## src/rtl/alu_pkg.sv

```systemverilog
// Shared constants and types for the ALU arbiter: FSM encoding and opcode legality.
package alu_pkg;

  localparam int unsigned CARD_W = 5;
  localparam int unsigned STAT_W = 16;

  localparam logic [CARD_W-1:0] CARD_MIN = 5'd1;
  localparam logic [CARD_W-1:0] CARD_MAX = 5'd16;

  typedef enum logic [1:0] {
    ST_IDLE  = 2'd0,
    ST_ISSUE = 2'd1,
    ST_RESP  = 2'd2
  } state_t;

  // An opcode is issued to the ALU only when it lies in CARD_MIN..CARD_MAX.
  function automatic logic card_legal(input logic [CARD_W-1:0] card);
    return (card >= CARD_MIN) && (card <= CARD_MAX);
  endfunction

endpackage

```

## src/rtl/rr_arbiter.sv

```systemverilog
// Combinational round-robin picker: first asserted request at or after ptr, wrapping.
module rr_arbiter #(
  parameter int unsigned N  = 4,
  parameter int unsigned IW = 3
) (
  input  logic [N-1:0]  req,
  input  logic [IW-1:0] ptr,
  output logic [N-1:0]  grant,
  output logic [IW-1:0] index,
  output logic          any
);

  // Pass one covers ptr..N-1, pass two wraps to 0..ptr-1.
  always_comb begin
    grant = '0;
    index = '0;
    any   = 1'b0;
    for (int unsigned i = 0; i < N; i++) begin
      if (!any && req[i] && (i >= 32'(ptr))) begin
        grant[i] = 1'b1;
        index    = IW'(i);
        any      = 1'b1;
      end
    end
    for (int unsigned i = 0; i < N; i++) begin
      if (!any && req[i]) begin
        grant[i] = 1'b1;
        index    = IW'(i);
        any      = 1'b1;
      end
    end
  end

endmodule

```

## src/rtl/alu_arbiter.sv

```systemverilog
// Round-robin sharing of one external combinational ALU among NREQ requesters.
// Optional per-requester statistics counters are enabled by defining ALU_ARB_STATS_EN.
module alu_arbiter
  import alu_pkg::*;
#(
  parameter int unsigned NREQ  = 4,
  parameter int unsigned WIDTH = 32,
  parameter int unsigned IDW   = 3
) (
  input  logic                     clk,
  input  logic                     rst_n,
  input  logic [NREQ-1:0]          req_valid,
  output logic [NREQ-1:0]          req_ready,
  input  logic [NREQ*WIDTH-1:0]    req_a,
  input  logic [NREQ*WIDTH-1:0]    req_b,
  input  logic [NREQ-1:0]          req_cin,
  input  logic [NREQ*CARD_W-1:0]   req_card,
  output logic [WIDTH-1:0]         alu_a,
  output logic [WIDTH-1:0]         alu_b,
  output logic                     alu_cin,
  output logic [CARD_W-1:0]        alu_card,
  input  logic [WIDTH-1:0]         alu_f,
  input  logic                     alu_cout,
  input  logic                     alu_zero,
  output logic                     rsp_valid,
  input  logic                     rsp_ready,
  output logic [IDW-1:0]           rsp_id,
  output logic [WIDTH-1:0]         rsp_f,
  output logic                     rsp_cout,
  output logic                     rsp_zero,
  output logic                     rsp_err,
  output logic                     busy
`ifdef ALU_ARB_STATS_EN
  ,
  output logic [NREQ*STAT_W-1:0]   stat_ops,
  output logic [STAT_W-1:0]        stat_err
`endif
);

  state_t             state_q;
  state_t             state_d;
  logic [IDW-1:0]     ptr_q;
  logic [IDW-1:0]     ptr_nxt;
  logic [NREQ-1:0]    grant;
  logic [IDW-1:0]     win;
  logic               any;
  logic               accept;
  logic [WIDTH-1:0]   sel_a;
  logic [WIDTH-1:0]   sel_b;
  logic               sel_cin;
  logic [CARD_W-1:0]  sel_card;
  logic               sel_legal;

  rr_arbiter #(
    .N  (NREQ),
    .IW (IDW)
  ) u_rr (
    .req   (req_valid),
    .ptr   (ptr_q),
    .grant (grant),
    .index (win),
    .any   (any)
  );

  // Ready is offered only while idle and never while reset is asserted.
  assign req_ready = (rst_n && (state_q == ST_IDLE) && any) ? grant : '0;
  assign accept    = |(req_valid & req_ready);
  assign ptr_nxt   = (win == IDW'(NREQ - 1)) ? '0 : win + IDW'(1);
  assign rsp_valid = (state_q == ST_RESP);
  assign busy      = (state_q != ST_IDLE);

  // One-hot grant selects the winner's payload.
  always_comb begin
    sel_a    = '0;
    sel_b    = '0;
    sel_cin  = 1'b0;
    sel_card = '0;
    for (int unsigned i = 0; i < NREQ; i++) begin
      if (grant[i]) begin
        sel_a    = req_a[i*WIDTH +: WIDTH];
        sel_b    = req_b[i*WIDTH +: WIDTH];
        sel_cin  = req_cin[i];
        sel_card = req_card[i*CARD_W +: CARD_W];
      end
    end
    sel_legal = card_legal(sel_card);
  end

  always_comb begin
    state_d = state_q;
    case (state_q)
      ST_IDLE: begin
        if (accept) begin
          state_d = sel_legal ? ST_ISSUE : ST_RESP;
        end
      end
      ST_ISSUE: state_d = ST_RESP;
      ST_RESP: begin
        if (rsp_ready) begin
          state_d = ST_IDLE;
        end
      end
      default: state_d = ST_IDLE;
    endcase
  end

  always_ff @(posedge clk or negedge rst_n) begin
    if (!rst_n) begin
      state_q <= ST_IDLE;
      ptr_q   <= '0;
    end else begin
      state_q <= state_d;
      if (accept) begin
        ptr_q <= ptr_nxt;
      end
    end
  end

  // Operand latch on accept; result capture after the single ISSUE cycle.
  always_ff @(posedge clk or negedge rst_n) begin
    if (!rst_n) begin
      alu_a    <= '0;
      alu_b    <= '0;
      alu_cin  <= 1'b0;
      alu_card <= '0;
      rsp_id   <= '0;
      rsp_f    <= '0;
      rsp_cout <= 1'b0;
      rsp_zero <= 1'b0;
      rsp_err  <= 1'b0;
    end else begin
      if (accept) begin
        alu_a    <= sel_a;
        alu_b    <= sel_b;
        alu_cin  <= sel_cin;
        alu_card <= sel_card;
        rsp_id   <= win;
        if (!sel_legal) begin
          rsp_err  <= 1'b1;
          rsp_f    <= '0;
          rsp_cout <= 1'b0;
          rsp_zero <= 1'b0;
        end
      end
      if (state_q == ST_ISSUE) begin
        rsp_f    <= alu_f;
        rsp_cout <= alu_cout;
        rsp_zero <= alu_zero;
        rsp_err  <= 1'b0;
      end
    end
  end

`ifdef ALU_ARB_STATS_EN
  logic rsp_hs;
  assign rsp_hs = rsp_valid & rsp_ready;

  // Saturating per-requester counters of completed legal ops.
  for (genvar g = 0; g < NREQ; g++) begin : g_stat
    logic [STAT_W-1:0] cnt_q;
    always_ff @(posedge clk or negedge rst_n) begin
      if (!rst_n) begin
        cnt_q <= '0;
      end else if (rsp_hs && !rsp_err && (rsp_id == IDW'(g)) && (cnt_q != '1)) begin
        cnt_q <= cnt_q + STAT_W'(1);
      end
    end
    assign stat_ops[g*STAT_W +: STAT_W] = cnt_q;
  end

  always_ff @(posedge clk or negedge rst_n) begin
    if (!rst_n) begin
      stat_err <= '0;
    end else if (rsp_hs && rsp_err && (stat_err != '1)) begin
      stat_err <= stat_err + STAT_W'(1);
    end
  end
`endif

endmodule

```

## config.mk

```make
export PLATFORM = sky130hd
export DESIGN_NAME = alu_arbiter
export DESIGN_NICKNAME = d
export VERILOG_FILES = /design/src/rtl/alu_pkg.sv /design/src/rtl/rr_arbiter.sv /design/src/rtl/alu_arbiter.sv
export SDC_FILE = /design/constraint.sdc
export NUM_CORES = 1
export LEC_CHECK = 0
export CORE_AREA = 2 2 168 170
export CTS_BUF_LIST = sky130_fd_sc_hd__clkbuf_16
export CTS_CLUSTER_DIAMETER = 200
export DETAILED_ROUTE_END_ITERATION = 7
export DIE_AREA = 0 0 170 172
export SLEW_MARGIN = 20
export SYNTH_ARGS = -nofsm -noshare
export SYNTH_HDL_FRONTEND = slang
export SYNTH_HIERARCHICAL = 1
export SYNTH_SLANG_ARGS = --single-unit
```

## constraint.sdc

```tcl
create_clock -name clk -period 2.7 [get_ports clk]
set_input_delay 0.54 -clock clk [delete_from_list [all_inputs] [get_ports clk]]
set_output_delay 0.54 -clock clk [all_outputs]
set_load 0.05 [all_outputs]
```

==> metrics.txt <==
status=finished with violations; failing checks=setup timing; CP Launch Type=register; CP Max Fanout=9; P&R area growth vs syn=97.3%; Hold Worst Slack=254 ps; worst skew pair latency=~400 ps; GR Util All Layers=20.1%; CTS tree=yes; largest net degree at the start of global routing=around 110; # placed instances=1,531; Post-Layout Cell Count=~1.6k; Syn Inst Count=743; Worst VDD drop=373 uV; Nets=1,552; Final min period=roughly 2800 ps; Core Box Area=27,500 um2; I/O Buffers=roughly 430; NetSw=6770 uW; first-pass GRT wire length=around 44,000 um; flops & latches, synth=113; worst-margin pin slew=663 ps; switching share of total power=46.8%; total die area=29,200 um2; R2R setup slack=-70 ps; P_int=7690 uW; max_cap viols=0; Worst Reg-to-Reg Cells=13; post-synthesis cell type count=48; number of global-route vias before repair=7,466; DRT Pass-1 Iters=4; Die Y-Extent=between 150 and 200 um; unrepaired setup endpoints after global routing=yes; syn_nets=1,065; Final setup viols=37; fillers=2,591; clock root buffer=clkbuf_16; Pwr per Cell Area=1100 nW/um2; worst setup margin=-70.3 ps; vias=7,598; placed wire-length estimate=22,600 um; R2R Path End=rsp_f[0]; clock share of power=16.6%; area of the mapped netlist=6660 um2; final hold viol count=0; clk buf depth=2; 1st-iter DRT viols=346; CP arrival=3050 ps; Hold WC Path Type=input pin to async pin; initial core utilization=24.2%; WP data required=2980 ps; Sink Count=113; end of the critical path=rsp_f[0]; simple-gate share of the synthesized area=23.6%; fraction of layout cells with a size suffix above 1=between 10% and 20%; Post-Synth Adder-Cell Area=0.188%; Boundary Pins=between 400 and 500; initial antenna violation count=0; antenna-violating nets left=0; Rel. slew slack=55.8%; sequential fraction of the synthesis area=42.5%; routability cong.=0.858; setup TNS=-2130 ps; Antenna diodes=0; leak pwr=0.00554 uW; Synth Flop Type=dfrtp_1; Comb pwr share=a little under two thirds; PnR Total Power=14,500 uW; worst r2r src=ptr_q[1]; FFs w/ async S/R, synth=100%; Compound-Gate Fraction of Synth Area=23.2%; mux contribution to synthesized area=5.11%; Die Wd=170 um; Ys Warns=6; period utilization=103%; clk_skew=10.3 ps; H-tree levels=4; CP startpoint=ptr_q[1]; WL/cell=19.4 um; DR DRC count=0; Seq pwr share=19.7%; cts bufs inserted=17; Post-synth EDFFs=0; Fmax achieved=0.361 GHz; syn_area_per_cell=8.96 um2; critical path type=register to register; DR vias/cell=around 4.8; max-slew violation count=0; xor and xnor fraction of the mapped netlist area=0%; FP Rows=61; largest family of logic cells by synthesized area=simple AND/OR/NAND/NOR gates; CP Capture Type=register; grt total ovfl=0; final WL=between 30,000 and 40,000 um; clock slew at reported path FFs=roughly 60 ps
metrics by stage:
step           worst slack [ps]  util (%)  area [um2]
2_1_floorplan              20.9         -        6660
3_5_place_dp               -586      43.2       11900
3_3_place_gp               -542      43.2       11900
5_1_grt                    -156      47.8       13100
4_1_cts                   -58.1      47.6       13100
6_report                  -70.3      47.8       13100
critical path, cell delays in order (launching register included):
cell and delay (ps):
dfrtp_2 430, buf_12 140, nor2b_4 100, o21ai_2 80
a32oi_1 200, buf_4 170, inv_4 40, or2_4 290
a221oi_4 250, o22ai_2 170, nor4b_4 330, buf_6 210
buf_16 160, nor3_2 60
final cells by class:
cell class,count,area [um2],area share (%)
Clock buffer,17,425,3.24
Clock inverter,15,191,1.46
Inverter,8,32.5,0.248
Multi-Input combinational cell,550,3760,28.6
Sequential cell,113,2830,21.5
Tap cell,346,433,3.30
Timing Repair Buffer,540,5460,41.6
sequential cells by signal (all words and copies together), names as in the netlist, 2 cells and up:
name / cells
rsp_f: 32
alu_b: 32
state_q: 2
alu_card: 5
alu_a: 32
ptr_q: 3
rsp_id: 3
power by group through the flow:
stage / combinational [uW] / sequential [uW] / clock [uW]
final: 9220 / 2840 / 2400
after global routing: 9840 / 2930 / 2520
after CTS: 9150 / 2850 / 2450
after global placement: 8580 / 2840 / 0
after detailed placement: 8640 / 2870 / 0
after floorplan: 2920 / 5180 / 0
synth_stat cells (all sizes together), types with 6 or more instances:
master  count  area, um2
a21oi      70        350
a221oi     69        617
buf        21        140
clkbuf     51        191
dfrtp     113       2830
inv         8       30.0
mux2i      34        340
nand2      87        327
nor2b      67        427
nor3      100        651
o21ai      72        360
o22ai       6       43.8
placed cells by master (no fill, tap or decap), types with 5 or more instances in the layout:
| master | count |
|---|---|
| clkdlybuf4s50_1 | 425 |
| mux2i_1 | 34 |
| a221oi_2 | 7 |
| buf_4 | 82 |
| a221oi_4 | 5 |
| nor3_2 | 35 |
| a221oi_1 | 57 |
| buf_16 | 7 |
| buf_12 | 13 |
| o21ai_1 | 69 |
| buf_6 | 8 |
| dfrtp_1 | 112 |
| inv_1 | 5 |
| nor3_1 | 63 |
| nor2b_1 | 65 |
| a21oi_1 | 69 |
| clkbuf_16 | 17 |
| nand2_1 | 85 |
worst min path at each step:
| stage | from | endpoint | slack [ps] | cells past startpoint |
|---|---|---|---|---|
| floorplan | rst_n | alu_a[0] | 240 | 0 |
| global placement | rsp_id[0] | rsp_id[0] | 460 | 2 |
| detailed placement | alu_b[8] | alu_b[8] | 470 | 2 |
| CTS | rst_n | alu_b[16] | 290 | 2 |
| global route | rst_n | alu_b[15] | 300 | 2 |
| finish | rst_n | alu_b[15] | 250 | 2 |
repair_timing:
action	4_1_cts	5_1_grt
pin swaps	16	17
hold buffers	0	0
buffers inserted	21	2
setup endpoints to repair	47	52
cloned	9	0
gates resized for setup	53	21
kinds of logic (layout without fill, tap and decap cells):
logic type / after synthesis / in the layout
buffers and inverters: 80 / 580
AND/OR/NAND/NOR: 278 / 278
other: 1 / 1
adder cells (fa/ha/maj): 1 / 1
multiplexers: 34 / 34
flip-flops: 113 / 113
AO/OA/AOI/OAI: 236 / 236
per-layer routing:
layer  global-route usage (%)  vias up  part of all wire, %
met5                        0        -                    0
met4                     5.65        0                  2.0
met3                     6.29       28                  8.8
met2                     36.0      329                   50
met1                     23.0     3536                   39
li1                         -     3705                    -
No activity file was read; power rests on OpenSTA's default activity.
